===== src/rtl/pipe_ctrl_pkg.sv =====
// Shared types and constants for the pipeline hazard controller.
package pipe_ctrl_pkg;

    localparam int unsigned REG_W = 5;
    localparam int unsigned FWD_W = 2;

    typedef enum logic {MEM_IDLE, MEM_WAIT} memfsm_t;

    // EX operand select encodings
    localparam logic [FWD_W-1:0] FWD_RF  = 2'b00;
    localparam logic [FWD_W-1:0] FWD_WB  = 2'b01;
    localparam logic [FWD_W-1:0] FWD_MEM = 2'b10;

    // Source/destination match; register 0 is hardwired and never a hazard.
    function automatic logic reg_hit(input logic [REG_W-1:0] src,
                                     input logic [REG_W-1:0] dst);
        return (src != '0) && (src == dst);
    endfunction

endpackage


===== src/rtl/mem_wait_fsm.sv =====
// Data-memory handshake tracker: holds the pipe while dmem is busy and
// abandons the access after MEM_TIMEOUT wait cycles.
// Ports:
//   clk, reset      clock, async active-high reset
//   memacc          load or store present in MEM
//   dmem_ready      memory completes the access this cycle
//   dmem_req        request to data memory (forced low while reset is high)
//   memstall        hold the whole pipe this cycle
//   mem_err         sticky timeout flag, cleared only by reset
module mem_wait_fsm
    import pipe_ctrl_pkg::*;
#(
    parameter int unsigned MEM_TIMEOUT = 64
) (
    input  logic clk,
    input  logic reset,
    input  logic memacc,
    input  logic dmem_ready,
    output logic dmem_req,
    output logic memstall,
    output logic mem_err
);

    localparam int unsigned TIMER_W = $clog2(MEM_TIMEOUT);
    localparam logic [TIMER_W-1:0] TIMER_LAST = TIMER_W'(MEM_TIMEOUT - 1);

    memfsm_t            state, state_nxt;
    logic [TIMER_W-1:0] timer, timer_nxt;
    logic               req_raw, stall_raw, err_set;

    // State, timer and sticky error registers
    always_ff @(posedge clk or posedge reset) begin
        if (reset) begin
            state   <= MEM_IDLE;
            timer   <= '0;
            mem_err <= 1'b0;
        end else begin
            state <= state_nxt;
            timer <= timer_nxt;
            if (err_set) begin
                mem_err <= 1'b1;
            end
        end
    end

    // Next state and handshake outputs
    always_comb begin
        state_nxt = state;
        timer_nxt = timer;
        req_raw   = 1'b0;
        stall_raw = 1'b0;
        err_set   = 1'b0;
        case (state)
            MEM_IDLE: begin
                req_raw   = memacc;
                timer_nxt = '0;
                // Ready in the same cycle is a zero-wait access
                if (memacc && !dmem_ready) begin
                    state_nxt = MEM_WAIT;
                    stall_raw = 1'b1;
                end
            end
            MEM_WAIT: begin
                req_raw = 1'b1;
                if (dmem_ready) begin
                    state_nxt = MEM_IDLE;
                    timer_nxt = '0;
                end else if (timer == TIMER_LAST) begin
                    // Give up: release the pipe, the load data is undefined
                    state_nxt = MEM_IDLE;
                    timer_nxt = '0;
                    err_set   = 1'b1;
                end else begin
                    stall_raw = 1'b1;
                    timer_nxt = timer + TIMER_W'(1);
                end
            end
            default: state_nxt = MEM_IDLE;
        endcase
    end

    // Request and stall drop asynchronously with reset
    assign dmem_req = req_raw & ~reset;
    assign memstall = stall_raw & ~reset;

endmodule


===== src/rtl/hazard_ctrl.sv =====
// Pipeline hazard controller for the 5-stage core: forwarding selects,
// load-use / branch stalls, branch/jump flush, dmem wait hold and
// saturating perf counters.
// Ports:
//   clk, reset                       clock, async active-high reset
//   rsD/rtD, rsE/rtE                 source registers in ID / EX
//   writeregE/M/W, regwriteE/M/W     destination and write enable per stage
//   memtoregE/M, memwriteM           load in EX/MEM, store in MEM
//   branchD, pcsrcD, jumpD           branch in ID, taken branch, jump
//   dmem_ready, dmem_req             data memory handshake
//   stallF/D/E/M, flushD/E/W         stage register hold / clear
//   forwardAD/BD, forwardAE/BE       forwarding selects for ID and EX
//   mem_err                          sticky dmem timeout flag
//   stall_cnt, flush_cnt             saturating perf counters
module hazard_ctrl
    import pipe_ctrl_pkg::*;
#(
    parameter int unsigned MEM_TIMEOUT = 64,
    parameter int unsigned CNT_W       = 32
) (
    input  logic             clk,
    input  logic             reset,
    input  logic [REG_W-1:0] rsD,
    input  logic [REG_W-1:0] rtD,
    input  logic [REG_W-1:0] rsE,
    input  logic [REG_W-1:0] rtE,
    input  logic [REG_W-1:0] writeregE,
    input  logic [REG_W-1:0] writeregM,
    input  logic [REG_W-1:0] writeregW,
    input  logic             regwriteE,
    input  logic             regwriteM,
    input  logic             regwriteW,
    input  logic             memtoregE,
    input  logic             memtoregM,
    input  logic             memwriteM,
    input  logic             branchD,
    input  logic             pcsrcD,
    input  logic             jumpD,
    input  logic             dmem_ready,
    output logic             dmem_req,
    output logic             stallF,
    output logic             stallD,
    output logic             stallE,
    output logic             stallM,
    output logic             flushD,
    output logic             flushE,
    output logic             flushW,
    output logic             forwardAD,
    output logic             forwardBD,
    output logic [FWD_W-1:0] forwardAE,
    output logic [FWD_W-1:0] forwardBE,
    output logic             mem_err,
    output logic [CNT_W-1:0] stall_cnt,
    output logic [CNT_W-1:0] flush_cnt
);

    logic memstall, lwstall, brstall, hzstall;

    mem_wait_fsm #(
        .MEM_TIMEOUT (MEM_TIMEOUT)
    ) u_mem_wait (
        .clk        (clk),
        .reset      (reset),
        .memacc     (memtoregM | memwriteM),
        .dmem_ready (dmem_ready),
        .dmem_req   (dmem_req),
        .memstall   (memstall),
        .mem_err    (mem_err)
    );

    // Forwarding selects; MEM beats WB
    always_comb begin
        forwardAE = FWD_RF;
        forwardBE = FWD_RF;
        if (regwriteM && reg_hit(rsE, writeregM))      forwardAE = FWD_MEM;
        else if (regwriteW && reg_hit(rsE, writeregW)) forwardAE = FWD_WB;
        if (regwriteM && reg_hit(rtE, writeregM))      forwardBE = FWD_MEM;
        else if (regwriteW && reg_hit(rtE, writeregW)) forwardBE = FWD_WB;
        forwardAD = regwriteM && reg_hit(rsD, writeregM);
        forwardBD = regwriteM && reg_hit(rtD, writeregM);
    end

    // Load-use and branch-operand stalls
    always_comb begin
        lwstall = memtoregE && (reg_hit(rsD, rtE) || reg_hit(rtD, rtE));
        brstall = branchD &&
                  ((regwriteE && (reg_hit(rsD, writeregE) || reg_hit(rtD, writeregE))) ||
                   (memtoregM && (reg_hit(rsD, writeregM) || reg_hit(rtD, writeregM))));
        hzstall = lwstall | brstall;
    end

    // Stall/flush priority: memory hold, then hazard stall, then redirect
    always_comb begin
        stallF = 1'b0;
        stallD = 1'b0;
        stallE = 1'b0;
        stallM = 1'b0;
        flushD = 1'b0;
        flushE = 1'b0;
        flushW = 1'b0;
        if (memstall) begin
            stallF = 1'b1;
            stallD = 1'b1;
            stallE = 1'b1;
            stallM = 1'b1;
            flushW = 1'b1;
        end else if (hzstall) begin
            stallF = 1'b1;
            stallD = 1'b1;
            flushE = 1'b1;
        end else if (pcsrcD || jumpD) begin
            flushD = 1'b1;
        end
    end

    // Saturating perf counters
    always_ff @(posedge clk or posedge reset) begin
        if (reset) begin
            stall_cnt <= '0;
            flush_cnt <= '0;
        end else begin
            if ((stallF | stallD | stallE | stallM) && (stall_cnt != '1)) begin
                stall_cnt <= stall_cnt + CNT_W'(1);
            end
            if ((flushD | flushE) && (flush_cnt != '1)) begin
                flush_cnt <= flush_cnt + CNT_W'(1);
            end
        end
    end

endmodule


===== config.mk =====
export PLATFORM = sky130hd
export DESIGN_NAME = hazard_ctrl
export DESIGN_NICKNAME = d
export VERILOG_FILES = /design/src/rtl/pipe_ctrl_pkg.sv /design/src/rtl/mem_wait_fsm.sv /design/src/rtl/hazard_ctrl.sv
export SDC_FILE = /design/constraint.sdc
export NUM_CORES = 1
export LEC_CHECK = 0
export BUFFER_PORTS_ARGS = -buffer_cell sky130_fd_sc_hd__buf_2
export CORE_MARGIN = 5
export CORE_UTILIZATION = 53
export CTS_BUF_LIST = sky130_fd_sc_hd__clkbuf_16
export DETAILED_ROUTE_END_ITERATION = 6
export HOLD_SLACK_MARGIN = 0.06
export PLACE_DENSITY_LB_ADDON = 0.25
export SETUP_SLACK_MARGIN = 0.02
export SLEW_MARGIN = 20
export SYNTH_ARGS = -nofsm -noshare
export SYNTH_HDL_FRONTEND = slang
export SYNTH_SLANG_ARGS = --single-unit

===== constraint.sdc =====
create_clock -name clk -period 3.7 [get_ports clk]
set_input_delay 0.185 -clock clk [delete_from_list [all_inputs] [get_ports clk]]
set_output_delay 0.185 -clock clk [all_outputs]
set_load 0.02 [all_outputs]

==> impl_results.md, run 1 <==
- Die H: 101 µm
- Port Buffers: roughly 130
- Mapped Cells: between 400 and 500
- GP Congestion: 0.935
- Crit-path leading delay family: simple AND/OR/NAND/NOR gates
- Power density cells: between 400 and 500 nW/µm²
- Worst Hold Class: primary input to async pin
- Syn Area/Cell: around 10 µm²
- TritonCTS clock tree: built
- Static leakage: between 2 and 2.5 nW
- Dominant synthesized flop cell: dfrtp_1
- Combinational share of power: between 20% and 30%
- Critical path startpoint category: flip-flop
- Post-route setup TNS: 0 ns
- Dpl ws: between 0.8 and 0.9 ns
- First-pass detailed-route iteration total: 4
- Most common cell after layout, fill and taps aside: buf_2
- Most frequent cells in the layout: buf_2, dfrtp_1, xnor2_1, xor2_1, nand3_1
- Slowest stage delay, CP: roughly 0.59 ns
- Core area: roughly 8100 µm²
- First-pass GRT wire length: 17700 µm
- RSZ-0062 raised after global routing: no
- CTS Root Cell: clkbuf_16
- Final WL: around 11000 µm
- Sequential power share: 42.3%
- Seq/Total Area, Yosys: approximately two fifths
- Post-CTS setup repair buffer count: 0
- FMAX: around 0.35 GHz
- Routed Antenna Nets: 0
- Final Max Slew Viols: 0
- Clock slew seen by the registers of the worst setup and hold paths: ~0.06 ns
- Endpoints failing hold: 0
- Maximum clock path buffer count: 2
- Initial antenna violation count: 0
- Later-pin clock latency in the skew report: 0.33 ns
- Layout Nets: 603
- Max rail drop VDD: ~0.32 mV
- Multi-input logic area: roughly 2400 µm²
- Post-route DRC: 0
- Synthesis warning total: 0
- Die width: 101 µm
- Syn Nets: 480
- Internal power: 0.00157 W
- Clock Skew: between 0.01 and 0.015 ns
- All-Layer GR Usage: a little over a fifth
- Max-cap violations: 0
- DRT iter0 DRCs: roughly 170
- Critical path's slowest cell: nor2_2
- Slew headroom: about 40%
- EDFF count, synth: 0
- Layout cells sized above 1: around a third
- Die area: 10100 µm²
- Clock share of power: between 30% and 40%
- Buf+Inv Stages, Crit Path: 1
- Area grow syn2layout: 21.9%
- H-tree levels: 3
- Crit. End Element: flip-flop
- Post-DP HPWL: about 8000 µm
- Synth cell types: 41
- Clock tree sinks: 72
- #FFs+latches synth: 72
- Critical path type: flip-flop to flip-flop
- Final setup vio count: 0
- ANT cells: 0
- Sequential cell area: ~1800 µm²
- Via density: about 5.5
- Crit-path cells: nand4_1, nor3_2, nand3_2, or2_1, nor2_2, buf_4, nor4_2, xor2_1
- Req. time, crit path: approximately 3.9 ns
- Top-Level Pins: 126
- Worst-case reg-to-reg path depth: 8
- Run status: finished, final reports clean
- Synth async-reset ratio: between 90% and 100%
- Fill cells: between 700 and 800
- CP Data Arrival Time: just over 3 ns
- Largest net degree at the start of global routing: 73
- Layout Utilization: 65.5%
- Post-route setup slack: around 0.81 ns
- Mapped cell area: around 4400 µm²
- Crit-path max FO: 14
- Initial core utilization: between 50% and 60%
- Worst-Margin Slew: 0.895 ns
- TritonCTS Buffers: 9
- Vias in the first global route: roughly 3700
- Critical path depth: 8
- Via count: approximately 3700
- Drt wl/cell: approximately 16 µm
- Switching Fraction: about a third
- Tmin final: slightly below 3 ns
- # rows: 33
- Switch Pwr: between 0.0008 and 0.0009 W
- Residual overflow from global routing: 0
- Final worst path period share: approximately 78%
[flip-flops by register name, indices dropped and copies added (netlist names)]
signal,cells
flush_cnt,32
u_mem_wait.state,1
stall_cnt,32
u_mem_wait.timer,6
u_mem_wait.mem_err,1
[area by class of cell]
class / count / share of cell area [%]
multi-input cells: 328 / 44.8
flip-flops and latches: 72 / 34.0
repair buffers: 133 / 13.0
clock buffers: 9 / 4.25
well taps: 105 / 2.48
clock inverters: 7 / 0.873
inverters: 9 / 0.637
[repair_timing]
item	in CTS	in global routing
resized for setup	0	0
hold buffers	1	0
setup endpoints to repair	0	0
endpoints found under the hold margin	1	0
[per-stage QoR]
stage,hold WS [ns],instance area (µm²),power (W),std cells
floorplan,0.249,4350,0.00139,430
finish,0.168,5300,0.00238,663
detailed placement,0.397,5020,0.00161,646
global route,0.287,5300,0.00250,663
global placement,0.389,5020,0.00160,646
CTS,0.205,5300,0.00240,663
[worst reg2reg max path, cell delays in order (launching register included)]
cell     delay (ns)
dfrtp_1        0.43
nand4_1        0.19
nor3_2         0.44
nand3_2        0.24
or2_1          0.29
nor2_2         0.59
buf_4          0.33
nor4_2         0.08
xor2_1         0.16
[path summary, 6_finish.rpt]
check / slack (ns) / end / from
worst min register to register: 0.46 / u_mem_wait.timer[0] / u_mem_wait.timer[0]
min in group clk: 0.29 / u_mem_wait.state / memtoregM
worst max register to register: 0.81 / stall_cnt[21] / stall_cnt[6]
worst min-delay path: 0.17 / stall_cnt[9] / reset
max in group asynchronous: 2.97 / flush_cnt[27] / reset
worst max-delay path: 0.81 / stall_cnt[21] / stall_cnt[6]
[cell usage after synthesis (2+ instances only)]
library cell / count / area [µm²]
xnor2_1: 71 / 622
buf_2: 4 / 20.0
inv_1: 8 / 30.0
buf_6: 6 / 67.6
buf_4: 3 / 22.5
nor2_1: 24 / 90.1
nor4_2: 19 / 238
mux2_1: 2 / 22.5
clkbuf_1: 8 / 30.0
nand3_1: 36 / 180
nand4b_1: 2 / 17.5
and4_1: 5 / 43.8
or4_1: 4 / 30.0
and2_1: 4 / 25.0
nor3_1: 12 / 60.1
dfrtp_1: 72 / 1800
ha_1: 3 / 37.5
nor4_1: 10 / 62.6
and3_1: 21 / 131
nor3b_1: 3 / 22.5
nand4_1: 27 / 169
nand2_1: 23 / 86.3
xor2_1: 44 / 385
nor2_2: 2 / 12.5
[layer usage]
layer  share of wire [%]  wire [µm]  GRT usage [%]
met3                 7.1        754           5.47
met2                  48       5070           34.7
met5                   0          0              0
met1                  44       4730           29.3
met4                0.72         77           4.56
[kinds of logic (layout without fill, tap and decap cells)]
| logic type | Yosys count | count (layout) | synth area share (%) |
|---|---|---|---|
| compound gates | 7 | 7 | 1.32 |
| xor+xnor | 115 | 115 | 23.1 |
| fa+ha+maj | 3 | 3 | 0.863 |
| buf+inv | 30 | 158 | 4.00 |
| flops | 72 | 72 | 41.4 |
| mux | 3 | 3 | 0.862 |
| simple gates | 200 | 200 | 28.4 |
[power by group through the flow]
stage                     clock, W  combinational [W]  sequential, W
final                     0.000783           0.000589        0.00100
after global routing      0.000835           0.000643        0.00102
after CTS                 0.000801           0.000598        0.00100
after detailed placement         0           0.000594        0.00102
after global placement           0           0.000582        0.00101
after floorplan                  0           0.000270        0.00112
(Power assumes the default switching activity.)
==> run 2: changes to the inputs <==
Clock period 3.7 ns to 3 ns, I/O delays scaled along.
==> run 2 against run 1 <==
  * Worst setup slack worse by 0.58 ns
  * Final cell count stayed put
  * Total power is 33% higher
  * Non-clock buffer count is 1 higher
  * Cell area is 1.5% higher
  * Core utilization is 1.0 points higher
  * Sequential share of layout area is 0.51 points lower
  * Critical path depth is 1 higher
  * Maximum frequency is 4.4% higher
  * Register-to-register slack worse by 0.58 ns
  * Global-route usage is 0.54 points higher
==> impl_results.md, run 2 (synthesis gave the netlist of run 1 again) <==
- GP Congestion: 0.907 (-2.9%)
- Vias in the first global route: 3676 (-0.14%)
- Slew headroom: 26.2% (-14 points)
- Clock tree sinks: 72 (unchanged)
- Maximum clock path buffer count: 2 (unchanged)
- Hold_buf cts: 1 (unchanged)
- Initial core utilization: 53.8% (unchanged)
- Clock slew seen by the registers of the worst setup and hold paths: 0.06 ns (about the same)
- Core area: 8090 µm² (unchanged)
- All-Layer GR Usage: 22.0% (+0.54 points)
- Via density: 5.49 (-0.30%)
- ANT cells: 0 (unchanged)
- Final setup vio count: 0 (unchanged)
- RSZ-0062 raised after global routing: no
- Dpl cell area: 5040 µm² (+0.40%)
- Total Power Consumption: 0.00317 W (+33%)
- Layout cells sized above 1: 31.9% (-0.18 points)
- Critical path type: flip-flop to flip-flop
- Initial antenna violation count: 0 (unchanged)
- Post-CTS setup repair buffer count: 0 (unchanged)
- Most frequent cells in the layout: buf_2, dfrtp_1, xnor2_1, xor2_1, nand3_1
- Clock Skew: 0.00756 ns (-0.00272 ns)
- Worst-Margin Slew: 1.10 ns (+0.208 ns)
- FMAX: 0.361 GHz (+4.4%)
- Critical path startpoint category: flip-flop
- Finished Layout Cells: 663 (unchanged)
- Post-route setup TNS: 0 ns (unchanged)
- CTS resizes: 0 (unchanged)
- Later-pin clock latency in the skew report: 0.32 ns (about the same)
- Worst hold slack: 0.138 ns (-0.0301 ns)
- Routed Antenna Nets: 0 (unchanged)
- Worst-case reg-to-reg path depth: 9 (+1)
- Top-Level Pins: 126 (unchanged)
- Area grow syn2layout: 23.7%
- TritonCTS Buffers: 9 (unchanged)
- Layout Nets: 604 (+0.17%)
- Final WL: 10700 µm (+0.37%)
- Port Buffers: 125 (unchanged)
- Crit. End Element: flip-flop
- CTS Root Cell: clkbuf_16
- CP Data Arrival Time: 2.97 ns (-0.11 ns)
- # rows: 33 (unchanged)
- Final worst path period share: 92.3% (+14 points)
- Crit-path max FO: 17 (+3)
- Max-cap violations: 0 (unchanged)
- Max rail drop VDD: 0.386 mV (+20%)
- FF-to-FF setup slack: 0.23 ns (-0.58 ns)
- Static leakage: 2.53 nW (+1.7%)
- Worst Hold Class: primary input to async pin
- Die H: 101 µm (unchanged)
- Post-route DRC: 0 (unchanged)
- DRT iter0 DRCs: 131 (-22%)
- Req. time, crit path: 3.20 ns (-0.69 ns)
- Fin area: 5380 µm² (+1.5%)
- Post-DP HPWL: 7990 µm (-0.99%)
- Placed Cells: 647 (+0.15%)
- Residual overflow from global routing: 0 (unchanged)
- Run status: finished, final reports clean
- H-tree levels: 3 (unchanged)
- Endpoints failing hold: 0 (unchanged)
- Drt wl/cell: 16.1 µm (+0.37%)
- Tmin final: 2.77 ns (-0.121 ns)
- Top flop regs: flush_cnt: 32 flops, stall_cnt: 32 flops, u_mem_wait.timer: 6 flops
- Die area: 10100 µm² (unchanged)
- Worst r2r src: u_mem_wait.timer[0]
- First-pass detailed-route iteration total: 4 (unchanged)
- Crit Reg-Reg Endpoint: flush_cnt[1]
- First-pass GRT wire length: 18000 µm (+2.0%)
- Power density cells: 588 nW/µm² (+31%)
- Die width: 101 µm (unchanged)
- Most common cell after layout, fill and taps aside: buf_2
- TritonCTS clock tree: built
- Largest net degree at the start of global routing: 73 (unchanged)
- Final Max Slew Viols: 0 (unchanged)
- Via count: 3641 (-0.30%)
run 2: cell count changes in the layout (fill, tap and decap cells not counted):
cell        previous run  this run
bufinv_16              0         3
clkinvlp_4             3         0
clkinv_2               3         1
buf_12                 0         1
clkinv_1               0         1
run 2: worst max path at each step:
stage / startpoint / endpoint
floorplan: reset / flush_cnt[1]
global placement: u_mem_wait.timer[0] / flush_cnt[1]
detailed placement: u_mem_wait.timer[0] / flush_cnt[1]
CTS: u_mem_wait.timer[0] / flush_cnt[1]
global route: u_mem_wait.timer[0] / flush_cnt[1]
finish: u_mem_wait.timer[0] / flush_cnt[1]
run 2: layer usage:
layer | up-vias | wire, µm | GRT usage, %
li1 | 1763 | - | -
met1 | 1760 | 4620 | 29.1
met2 | 106 | 5280 | 36.0
met3 | 12 | 661 | 5.88
met4 | 0 | 121 | 5.49
met5 | - | 0 | 0
run 2: report_power, final:
group | switching (W) | internal (W)
logic | 0.000449 | 0.000281
registers | 0.000146 | 0.00110
clock network | 0.000390 | 0.000806
total | 0.000985 | 0.00218
run 2: critical path, stage by stage, from the launching register on:
cell,delay (ns)
dfrtp_1,0.37
ha_1,0.18
and3_1,0.19
and3_1,0.23
a211oi_2,0.09
nand2_1,0.10
inv_1,0.06
nor2_1,0.84
nand2_1,0.22
mux2_1,0.37
run 2: final cells by class:
cell class                      instances  area [µm²]
Fill cell                             684        2710
Inverter                                9        33.8
Tap cell                              105         131
Clock inverter                          6         108
Sequential cell                        72        1800
Timing Repair Buffer                  134         708
Multi-Input combinational cell        328        2380
Clock buffer                            9         225
run 2: metrics by stage:
stage	utilization, %	setup slack [ns]
2_1_floorplan	-	0.0902
3_3_place_gp	62.3	0.407
3_5_place_dp	62.3	0.328
4_1_cts	66.5	0.276
5_1_grt	66.5	0.0527
6_report	66.5	0.231
==> run 3: changes to the inputs <==
Settings changed: CORE_UTILIZATION 53 to 52, SETUP_SLACK_MARGIN 0.02 to 0.5, SYNTH_HIERARCHICAL set to 1.
==> run 3 against run 2 <==
  * Core utilization is 0.95 points lower
  * Maximum frequency up 19%
  * Routed wire length down 0.26%
  * Clock power down 14%
  * Clock skew up 0.0021 ns
  * Synthesized area is 1.1% lower
  * Sequential share of layout area grew 0.31 points
  * Die area up 0.71%
  * Critical path depth fell by 1
  * Combinational power fell by 4.4%
  * First-iteration DRC count increased by 26%
  * Largest cell class unchanged
  * Largest power group unchanged
==> impl_results.md, run 3 <==
- Run status: finished, final reports clean
- Finished Layout Cells: 666 (+0.45%)
- TritonCTS Buffers: 9 (unchanged)
- Final setup vio count: 0 (unchanged)
- Crit-path cells: and4_1, and3_1, and4_2, nand2_1, nor2_4, buf_4, nor3_1, xor2_1
- Initial antenna violation count: 0 (unchanged)
- Commonest cells in the netlist: dfrtp_1, xnor2_1, xor2_1, nand3_1, nand4_1
- Crit Reg-Reg Endpoint: stall_cnt[6]
- Syn Nets: 481 (+0.21%)
- Port Buffers: 125 (unchanged)
- Post-route DRC: 0 (unchanged)
- Critical path's slowest cell: dfrtp_1
- Power density cells: 556 nW/µm² (-5.5%)
- Dpl cell area: 5010 µm² (-0.60%)
- Via count: 3720 (+2.2%)
- Crit-path leading delay family: simple AND/OR/NAND/NOR gates
- #FFs+latches synth: 72 (unchanged)
- Placed Cells: 648 (+0.15%)
- Residual overflow from global routing: 0 (unchanged)
- Static leakage: 2.50 nW (-1.1%)
- Initial core utilization: 52.9% (-0.87 points)
- Synth area leaders: dfrtp_1, xnor2_1, xor2_1, nand4_1, nand3_1
- Layout Nets: 606 (+0.33%)
- Slowest stage delay, CP: 0.45 ns (-0.39 ns)
- Dpl ws: 0.574 ns (+0.245 ns)
- First-pass GRT wire length: 17700 µm (-1.7%)
- Clock tree sinks: 72 (unchanged)
- Req. time, crit path: 3.21 ns (about the same)
- Synth area leader: dfrtp_1
- FMAX: 0.429 GHz (+19%)
- Post-DP HPWL: 8080 µm (+1.1%)
- FF-to-FF setup slack: 0.67 ns (+0.44 ns)
- Largest net degree at the start of global routing: 40 (-45%)
- Top-count cell post-synth: dfrtp_1
- RSZ-0062 raised after global routing: no
- GP Congestion: 0.926 (+2.1%)
- Worst-Margin Slew: 0.799 ns (-0.304 ns)
- Via density: 5.59 (+1.7%)
- Maximum clock path buffer count: 2 (unchanged)
- H-tree levels: 3 (unchanged)
- Vias in the first global route: 3706 (+0.82%)
- CTS Root Cell: clkbuf_16
- All-Layer GR Usage: 21.6% (-0.45 points)
- Clock slew seen by the registers of the worst setup and hold paths: 0.06 ns (about the same)
- Hold Crit Depth: 4
- Layout cells sized above 1: 29.6% (-2.3 points)
- Critical path startpoint category: flip-flop
- Final Max Slew Viols: 0 (unchanged)
- Mapped Cells: 431 (+0.23%)
- Fin area: 5330 µm² (-0.93%)
- Top-Level Pins: 126 (unchanged)
- Routed Antenna Nets: 0 (unchanged)
- DRT iter0 DRCs: 165 (+26%)
- Post-route setup TNS: 0 ns (unchanged)
- Area share of the largest cell type after synthesis: 41.9% (+0.47 points)
- Buf+Inv Stages, Crit Path: 1 (unchanged)
- Worst-case reg-to-reg path depth: 8 (-1)
- Critical path type: flip-flop to flip-flop
- Dominant synthesized flop cell: dfrtp_1
- Final WL: 10700 µm (-0.26%)
- Die width: 101 µm (+0.35%)
- Mapped cell area: 4300 µm² (-1.1%)
- Area grow syn2layout: 24.0%
- Most common cell after layout, fill and taps aside: buf_2
- Top flop regs: flush_cnt: 32 flops, stall_cnt: 32 flops, u_mem_wait/timer: 6 flops
- Synthesis warning total: 6 (+6)
- Crit-path max FO: 10 (-7)
- EDFF count, synth: 0 (unchanged)
- Core area: 8130 µm² (+0.51%)
- TritonCTS clock tree: built
- Drt wl/cell: 16.0 µm (-0.71%)
- Post-route setup slack: 0.670 ns (+0.439 ns)
- Most frequent cells in the layout: buf_2, dfrtp_1, xnor2_1, xor2_1, nand3_1
- Tmin final: 2.33 ns (-0.439 ns)
- Seq/Total Area, Yosys: 41.9% (+0.47 points)
- Slew headroom: 46.7% (+20 points)
- Hold wc startpoint: memwriteM
- Worst hold slack: 0.249 ns (+0.112 ns)
- CP Data Arrival Time: 2.54 ns (-0.43 ns)
- Syn Area/Cell: 9.98 µm² (-1.4%)
- ANT cells: 0 (unchanged)
- # rows: 33 (unchanged)
- First-pass detailed-route iteration total: 4 (unchanged)
- Endpoints failing hold: 0 (unchanged)
- Max rail drop VDD: 0.274 mV (-29%)
- Final worst path period share: 77.7% (-15 points)
- Crit. End Element: flip-flop
- Die area: 10200 µm² (+0.71%)
- Hold worst-path end: u_mem_wait/state
- Worst r2r src: stall_cnt[6]
- Max-cap violations: 0 (unchanged)
- Die H: 101 µm (+0.35%)
- Synth async-reset ratio: 100% (unchanged)
- Synth cell types: 43 (+4.9%)
- Clock Skew: 0.00969 ns (+0.00213 ns)
- Worst Hold Class: primary input to flip-flop
- Later-pin clock latency in the skew report: 0.33 ns (about the same)
==> run 3: cells by family after synthesis <==
family,Yosys count,share of synthesized area (%)
compound gates,10,1.57
mux,2,0.611
fa+ha+maj,3,0.872
simple gates,199,28.0
buf+inv,30,3.66
xor+xnor,115,23.4
flops,72,41.9
==> run 3: per-stage QoR <==
stage | power, W | util (%)
after global routing | 0.00311 | 65.6
after CTS | 0.00299 | 65.4
final | 0.00296 | 65.6
after floorplan | 0.00168 | -
after global placement | 0.00193 | 61.6
after detailed placement | 0.00195 | 61.6
==> run 3: worst max-delay path by stage <==
stage | startpoint | end | depth (start not counted)
after global routing | u_mem_wait/timer[0] | flushD | 8
final | stall_cnt[6] | stall_cnt[6] | 8
after global placement | stall_cnt[6] | stall_cnt[1] | 7
after floorplan | u_mem_wait/timer[0] | stall_cnt[10] | 9
after CTS | stall_cnt[6] | stall_cnt[1] | 7
after detailed placement | stall_cnt[6] | stall_cnt[1] | 7
==> run 3: layout make-up <==
type                       count  area (µm²)
fill                         676        2800
tap                          105         131
timing repair buffer         135         706
sequential                    72        1800
inverter                       9        33.8
clock inverter                 7        62.6
multi-input combinational    329        2370
clock buffer                   9         225
==> run 3: worst min-delay path, delay by kind of cell <==
| kind | cells | cell delay [ns] |
|---|---|---|
| AND/OR/NAND/NOR | 3 | 0.29 |
| buffers and inverters | 1 | 0.08 |
==> run 3: timing repair <==
item	CTS	global route
endpoints found under the setup margin	0	13
buffers inserted	0	0
endpoints found under the hold margin	47	0
resized for setup	0	3
hold buffers	2	0
==> run 3: where the power goes <==
part	leakage [nW]	total, W	switching [W]	internal (W)
sequential	0.940	0.00124	0.000147	0.00109
combinational	1.42	0.000698	0.000416	0.000281
clock	0.138	0.00103	0.000393	0.000634
total	2.50	0.00296	0.000957	0.00201
==> run 3: routing by layer <==
metal  wire length, µm  track usage, %  part of all wire, %  vias up
met1              4400            28.1                   41     1766
met5                 0               0                    0        -
li1                  -               -                    -     1771
met2              5070            34.3                   48      148
met4               415            10.9                  3.9        0
met3               769            4.15                  7.2       35
